==> src/rtl/prefetch_queue.sv <==
// Instruction prefetch queue: fetches code bytes from CS*16+fetch_ptr over an 8-bit bus and
// presents the oldest four as a little-endian word. Optional consume_err port: PFQ_CONSUME_ERR_EN.
module prefetch_queue #(
  parameter int DEPTH = 4
) (
  input  logic        clk,
  input  logic        reset,
  input  logic [15:0] CS,
  input  logic        flush,
  input  logic [15:0] new_ip,
  input  logic        consume,
  input  logic [2:0]  consume_len,
  input  logic [7:0]  Bus,
  input  logic        mem_ack,
  output logic        mem_req,
  output logic [19:0] Direction,
  output logic [31:0] Instruction,
  output logic [3:0]  count,
  output logic [15:0] IP
`ifdef PFQ_CONSUME_ERR_EN
  ,
  output logic        consume_err
`endif
);

  localparam int PW = (DEPTH > 1) ? $clog2(DEPTH) : 1;
  localparam logic [3:0] DEPTH_C = 4'(DEPTH);

  typedef enum logic {
    S_IDLE,
    S_REQ
  } state_e;

  state_e          state_q, state_d;
  logic            mem_req_q, mem_req_d;
  logic [19:0]     dir_q, dir_d;
  logic [15:0]     fptr_q, fptr_d;
  logic [15:0]     ip_q, ip_d;
  logic [PW-1:0]   head_q, head_d;
  logic [PW-1:0]   tail_q, tail_d;
  logic [3:0]      count_q, count_d;
  logic [7:0]      mem_q [DEPTH];

  logic            ack_v;
  logic            cons_ok;
  logic            wr_en;
  logic [3:0]      len_eff;

  // Queue pointers wrap modulo DEPTH, which need not be a power of two.
  function automatic logic [PW-1:0] ptr_add(input logic [PW-1:0] p, input int n);
    int s;
    s = int'(p) + n;
    if (s >= DEPTH) s = s - DEPTH;
    return PW'(s);
  endfunction

  function automatic logic [19:0] phys_addr(input logic [15:0] seg, input logic [15:0] off);
    return {seg, 4'h0} + {4'h0, off};
  endfunction

  // An ack only counts against an outstanding request; stray acks are dropped.
  assign ack_v   = mem_ack && mem_req_q;
  assign cons_ok = consume && (consume_len != 3'd0) && ({1'b0, consume_len} <= count_q);
  assign len_eff = cons_ok ? {1'b0, consume_len} : 4'd0;

`ifdef PFQ_CONSUME_ERR_EN
  logic err_q, err_d;
  assign err_d       = consume && !cons_ok && !flush;
  assign consume_err = err_q;
`endif

  always_comb begin
    // NOTE: every combinational output gets a default first so no path leaves it unassigned (no latch).
    state_d   = state_q;
    mem_req_d = mem_req_q;
    dir_d     = dir_q;
    fptr_d    = fptr_q;
    ip_d      = ip_q;
    head_d    = head_q;
    tail_d    = tail_q;
    count_d   = count_q;
    wr_en     = 1'b0;

    if (flush) begin
      state_d   = S_IDLE;
      mem_req_d = 1'b0;
      fptr_d    = new_ip;
      ip_d      = new_ip;
      head_d    = '0;
      tail_d    = '0;
      count_d   = 4'd0;
    end else begin
      if (cons_ok) begin
        head_d = ptr_add(head_q, int'(consume_len));
        ip_d   = ip_q + {13'h0000, consume_len};
      end
      if (ack_v) begin
        wr_en  = 1'b1;
        tail_d = ptr_add(tail_q, 1);
        fptr_d = fptr_q + 16'h0001;
      end
      count_d = count_q + {3'b000, ack_v} - len_eff;

      unique case (state_q)
        S_IDLE: begin
          if (count_d < DEPTH_C) begin
            state_d   = S_REQ;
            mem_req_d = 1'b1;
            dir_d     = phys_addr(CS, fptr_q);
          end
        end
        S_REQ: begin
          if (ack_v) begin
            if (count_d < DEPTH_C) begin
              dir_d = phys_addr(CS, fptr_d);
            end else begin
              state_d   = S_IDLE;
              mem_req_d = 1'b0;
            end
          end
        end
        default: begin
          state_d   = S_IDLE;
          mem_req_d = 1'b0;
        end
      endcase
    end
  end

  // NOTE: sequential state uses non-blocking assignments so all registers update from pre-edge values.
  always_ff @(posedge clk or negedge reset) begin
    if (!reset) begin
      state_q   <= S_IDLE;
      mem_req_q <= 1'b0;
      dir_q     <= 20'h00000;
      fptr_q    <= 16'h0000;
      ip_q      <= 16'h0000;
      head_q    <= '0;
      tail_q    <= '0;
      count_q   <= 4'd0;
`ifdef PFQ_CONSUME_ERR_EN
      err_q     <= 1'b0;
`endif
    end else begin
      state_q   <= state_d;
      mem_req_q <= mem_req_d;
      dir_q     <= dir_d;
      fptr_q    <= fptr_d;
      ip_q      <= ip_d;
      head_q    <= head_d;
      tail_q    <= tail_d;
      count_q   <= count_d;
`ifdef PFQ_CONSUME_ERR_EN
      err_q     <= err_d;
`endif
    end
  end

  // NOTE: the byte storage is not reset; entries beyond count are masked to zero on the output.
  always_ff @(posedge clk) begin
    if (wr_en) begin
      mem_q[tail_q] <= Bus;
    end
  end

  always_comb begin
    Instruction = 32'h0000_0000;
    for (int i = 0; i < 4; i++) begin
      if (4'(i) < count_q) begin
        Instruction[8*i +: 8] = mem_q[ptr_add(head_q, i)];
      end
    end
  end

  assign mem_req   = mem_req_q;
  assign Direction = dir_q;
  assign count     = count_q;
  assign IP        = ip_q;

endmodule

==> config.mk <==
export PLATFORM = sky130hd
export DESIGN_NAME = prefetch_queue
export DESIGN_NICKNAME = d
export VERILOG_FILES = /design/src/rtl/prefetch_queue.sv
export SDC_FILE = /design/constraint.sdc
export NUM_CORES = 1
export LEC_CHECK = 0
export CAP_MARGIN = 20
export CORE_ASPECT_RATIO = 0.5
export CORE_MARGIN = 2
export CORE_UTILIZATION = 50
export CTS_BUF_LIST = sky130_fd_sc_hd__clkbuf_4 sky130_fd_sc_hd__clkbuf_8 sky130_fd_sc_hd__clkbuf_16
export CTS_CLUSTER_SIZE = 20
export DETAILED_ROUTE_END_ITERATION = 10
export PLACE_DENSITY = 0.87
export SYNTH_ARGS = -nofsm -noshare
export SYNTH_HDL_FRONTEND = slang
export SYNTH_SLANG_ARGS = --single-unit
==> constraint.sdc <==
create_clock -name clk -period 6.55 [get_ports clk]
set_input_delay 1.31 -clock clk [delete_from_list [all_inputs] [get_ports clk]]
set_output_delay 1.31 -clock clk [all_outputs]
set_load 0.03 [all_outputs]
==> results of run 1 <==
## how the worst min path moves through the flow
stage	start	endpoint	slack (ns)	cells past startpoint
2_1_floorplan	tail_q[1]	tail_q[1]	0.54	2
3_3_place_gp	Direction[3]	Direction[3]	0.46	2
3_5_place_dp	Direction[3]	Direction[3]	0.47	2
4_1_cts	Direction[3]	Direction[3]	0.48	2
5_1_grt	Direction[3]	Direction[3]	0.49	2
6_report	Direction[3]	Direction[3]	0.48	2
## layout by cell type (no fill, tap or decap), drive strengths merged, types with 24 or more instances in the layout
cell type      count
clkdlybuf4s50    119
dfrtp             62
edfxtp            32
ha                30
inv               25
mux4              32
nand2             58
nor2              24
nor2b             36
xnor2             36
## kinds of logic (layout without fill, tap and decap cells)
family / Yosys count / count (layout)
adder cells (fa/ha/maj): 33 / 33
buffers and inverters: 49 / 166
flip-flops: 94 / 94
AND/OR/NAND/NOR: 186 / 186
multiplexers: 52 / 52
AO/OA/AOI/OAI: 93 / 93
XOR/XNOR: 54 / 54
## sequential cells by signal, summed over array words and instances, names as in the netlist
name,flops
IP,16
Direction,20
tail_q,2
fptr_q,16
count,4
state_q,1
mem_q,32
mem_req,1
head_q,2
## per-layer routing
metal	routed length, µm	up-vias	part of all wire (%)
li1	-	2275	-
met1	5996	2279	44
met2	6808	137	50
met3	636	26	4.6
met4	284	0	2.1
met5	0	-	0
## report_power, final
part | internal, W | total [W] | switching (W)
sequential | 0.000719 | 0.000838 | 0.000119
combinational | 0.000688 | 0.00157 | 0.000885
clock | 0.000301 | 0.000539 | 0.000238
## final cells by class
cell class	count	area (µm²)
fillers	894	4118
multi-input cells	418	3536
flip-flops and latches	94	2514
repair buffers	128	1256
clock buffers	9	225.2
well taps	165	206.4
inverters	22	82.58
clock inverters	7	78.83
## stage by stage
| stage | instances | power (W) |
|---|---|---|
| 6_report | 843 | 0.002949 |
| 5_1_grt | 843 | 0.003110 |
| 4_1_cts | 843 | 0.002966 |
| 3_5_place_dp | 827 | 0.002424 |
| 3_3_place_gp | 827 | 0.002377 |
| 2_1_floorplan | 561 | 0.001884 |
## worst max-delay path: cells and delay by family
| family | cells | cell delay [ns] |
|---|---|---|
| mux | 1 | 0.32 |
| fa+ha+maj | 3 | 1.12 |
| xor+xnor | 1 | 0.30 |
| buf+inv | 1 | 0.67 |
| compound gates | 3 | 0.72 |
| simple gates | 4 | 0.81 |
==> reports/results.ini, run 1 <==
[logic_synthesis]
synthTopCellsByArea=dfrtp_1 (25%), edfxtp_1 (15%), mux4_2 (11%)
ys.flop_type=dfrtp_1
synth_compound_area_share_pct=9.982
yosysMostFrequentCell=dfrtp_1
synth-adder-area-share_pct=6.934
synthDominantCellAreaShare_pct=24.71
synth_edf_count=32
yosys.area_share.xor_xnor_pct=7.531
synth_simple_gate_area_share_pct=16.90
synthMuxAreaShare_pct=14.96
syn_inst=561
ys_seq_area_share_pct=40.01
synthDistinctLibCells=59
synth_top_cell_by_area=dfrtp_1
synth_nets=642
ys_async_sr_fraction_pct=65.96
synth_commonest_cells=dfrtp_1 (62), nand2_1 (56), xnor2_1 (36), nor2b_1 (35)
syn_area_per_cell_um2=11.19
synth_seq_cells=94
netlist_area_mm2=0.006280
yosysWarnings=0
synth_top_family_by_area=simple AND/OR/NAND/NOR gates

[timing]
fmax_mhz=198.9
slew_violations=0
hold_ws_ns=0.4807
timing.final.crit_share_pct=76.75
worstMarginPinSlew_ns=0.9059
relSlewSlack_pct=39.61
hold_viol_final=0
final-setup-viol-count=0
fin_tns_setup_ns=0
worst_slack_ns=1.523
finClkSkew_ns=0.01021
min_period_ns=5.027
rsz0062_at_grt=false

[clock_tree]
cts_sinks=94
clk_latency_ns=0.35
htreeDepth=3
cts_buffers=9
cts_resized=0
cts_tree=built
cts.clk_slew.worst_paths_ns=0.07
root_buffer=clkbuf_16
holdBufCountCts=0
cts_max_path_buffers=2
cts_setup_buffers=0

[floorplan]
coreArea_mm2=0.01202
rows=28
initial_utilization_pct=52.26
die_area_mm2=0.01353
dieWidth_um=162.5
die_height_um=83.25
pin_count=121

[pwr]
power.leakage_nw=3.031
peakVddDrop_mv=0.1859
pwr_density_cell_mw_per_mm2=373.3

[global_route]
grt_busiest_layer=met2
antenna_found_initial=0
grt_usage_pct=20.62
grtUsageMet3_pct=3.946
grt_start_max_net_pins=63
grt_first_pass_wirelength_mm=22.30
grt_pass1_vias=4593
overflow=0
grtUsageMet2_pct=34.82
use_met1_pct=26.61

[setup_path]
cp_data_required_time_ns=6.78
critPathArrivalTime_ns=5.26
worstReg2RegEnd=Direction[4]
cp_common_cell=ha_1
reg2reg_slack_ns=2.66
max_stage_delay_ns=0.67
r2r-start=count[1]
crit_end=Direction[4]
critical_path.startpoint=consume_len[1]
start_kind=input pin
reg2reg_depth=13
crit_fanout=32
worstSetupPathType=input pin to register
critPathSlowestCell=clkdlybuf4s50_1
crit_chain=clkdlybuf4s50_1, ha_1, nor2b_4, o21a_1, o21a_4, nor2_1, nand2_1, ha_1, fa_1, xnor2_1, o211a_4, nand2_4, mux2_2
crit_path_end_kind=register

[finish]
post_route_cells_drive_above_1_share_pct=12.98
syn2layout_area_growth_pct=25.78
final_net_count=754
antennaDiodeCount=0
finish.instance_area_mm2=0.007899
fin_util_pct=65.73

[run_status]
outcome=complete, no violations

[drt]
wire_per_inst_um=16.28
drt_first_pass_iters=4
wirelength_mm=13.73
dr.first_iter.drc_count=299
avgViaCountPerCell=5.595
route.detailed.drc=0
dr_total_vias=4717
ant_nets=0

[hold_path]
hold_class=register to register

[placed_design]
hpwlAfterDp_mm=10.12
post-place-ws_ns=1.216
io_buffer_count=120
routabilityCongestion=0.8724
place_area_mm2=0.007595

[flow_run]
max_cap_viol_count=0

No activity file was read; power rests on OpenSTA's default activity.
==> run 2: changes to the inputs <==
- clock period: 6.55 -> 4.9 ns (I/O delays scaled with it)
==> run 2 against run 1 <==
  * Core utilization rose by 0.55 points
  * Combinational power rose by 34%
  * Global-route usage fell by 0.28 points
  * Largest cell class unchanged
==> reports/results.ini, run 2 (synthesized netlist as in run 1, its figures left out) <==
[run_status]
outcome=complete, no violations

[setup_path]
cp_common_cell=ha_1
worstReg2RegEnd=Direction[4]
max_stage_delay_ns=0.51
crit_fanout=32
critPathSlowestCell=clkdlybuf4s50_1
critPathArrivalTime_ns=4.68
reg2reg_slack_ns=1.02
worstPathBufferInverterCount=2
r2r-start=count[1]
cp_data_required_time_ns=5.13
crit_family=adder cells
crit_cells=14
crit_path_end_kind=register
reg2reg_depth=13
crit_chain=clkdlybuf4s50_1, inv_1, ha_1, nor2b_4, o21a_1, o21a_4, nor2_1, nand2_1, ha_1, fa_1, xnor2_1, o211a_4, nand2_4, mux2_2
start_kind=input pin
worstSetupPathType=input pin to register

[finish]
antennaDiodeCount=0
largest_reg_flops=32
post_route_cells_drive_above_1_share_pct=13.51
layout_commonest_cell=clkdlybuf4s50_1
final_cell_mix=clkdlybuf4s50_1 (119), dfrtp_1 (61), nand2_1 (56)
syn2layout_area_growth_pct=26.84
fin_util_pct=66.28
instances_no_fill=846
final_net_count=757
top_register=mem_q

[placed_design]
io_buffer_count=120
hpwlAfterDp_mm=10.05
place_inst=830
routabilityCongestion=0.8445

[clock_tree]
cts_setup_buffers=0
cts_resized=0
cts.clk_slew.worst_paths_ns=0.07
holdBufCountCts=0
cts_tree=built
cts_max_path_buffers=2
cts_buffers=9
htreeDepth=3
root_buffer=clkbuf_16
cts_sinks=94
clk_latency_ns=0.35

[timing]
finClkSkew_ns=0.007746
worstMarginPinSlew_ns=0.9143
timing.final.crit_share_pct=90.83
min_period_ns=4.451
relSlewSlack_pct=39.05
fin_tns_setup_ns=0
slew_violations=0
hold_viol_final=0
fmax_mhz=224.7
final-setup-viol-count=0
rsz0062_at_grt=false

[hold_path]
hold_depth=2
min_to=Direction[14]
min_from=Direction[14]
hold_class=register to register

[pwr]
power.leakage_nw=3.066
pwr_density_cell_mw_per_mm2=506.2
peakVddDrop_mv=0.2479

[floorplan]
initial_utilization_pct=52.26
dieWidth_um=162.5
pin_count=121
die_area_mm2=0.01353
coreArea_mm2=0.01202
die_height_um=83.25
rows=28

[drt]
wire_per_inst_um=15.98
dr.first_iter.drc_count=327
dr_total_vias=4725
drt_first_pass_iters=5
ant_nets=0
wirelength_mm=13.52
route.detailed.drc=0
avgViaCountPerCell=5.585

[global_route]
grt_pass1_vias=4486
grt_usage_pct=20.34
overflow=0
antenna_found_initial=0
grt_start_max_net_pins=63
grt_first_pass_wirelength_mm=22.02

[flow_run]
max_cap_viol_count=0

## run 2: cell count changes in the layout (fill, tap and decap cells not counted), sizes merged
cell and delta:
buf +3, bufinv +2, clkbuf +1, clkinv -1
inv -2
## run 2: worst max-delay path by stage
| stage | from | endpoint |
|---|---|---|
| floorplan | consume_len[1] | Direction[7] |
| global placement | consume_len[0] | Direction[4] |
| detailed placement | consume_len[0] | Direction[4] |
| CTS | consume_len[0] | Direction[4] |
| global route | consume_len[0] | Direction[5] |
| finish | consume_len[0] | Direction[4] |
## run 2: metal layers
metal	GRT usage, %	share of wire (%)	wire, µm
met5	0	0	0
met4	5.149	1.2	159
met3	3.896	4.7	640
met2	35.55	51	6896
met1	26.17	43	5820
## run 2: area by class of cell
type,instances,area (µm²)
Tap cell,165,206.4
Clock inverter,6,115.1
Multi-Input combinational cell,418,3536
Sequential cell,94,2514
Inverter,22,82.58
Timing Repair Buffer,131,1279
Clock buffer,10,232.7
Fill cell,908,4051
## run 2: worst min-delay path, delay by kind of cell (launching register included)
family | cells | cell delay [ns]
AOI/OAI and AO/OA | 1 | 0.06
DFF | 1 | 0.34
and+or+nand+nor | 1 | 0.04
## run 2: per-stage QoR
step	total power [W]	hold slack (ns)	cell area (µm²)	worst slack, ns
floorplan	0.002518	0.5425	6280	0.9772
global placement	0.003180	0.4644	7617	0.2222
detailed placement	0.003240	0.4694	7617	0.08530
CTS	0.004060	0.4838	7965	0.4560
global route	0.004252	0.5089	7965	0.2109
finish	0.004032	0.4808	7965	0.4492
## run 2: power by group
group	total, W	internal (W)	leakage, nW	switching, W
Sequential	0.00112	0.000961	1.03	0.000161
Clock	0.000813	0.000508	0.167	0.000305
Combinational	0.00210	0.000921	1.87	0.00118
Total	0.00403	0.00239	3.07	0.00164
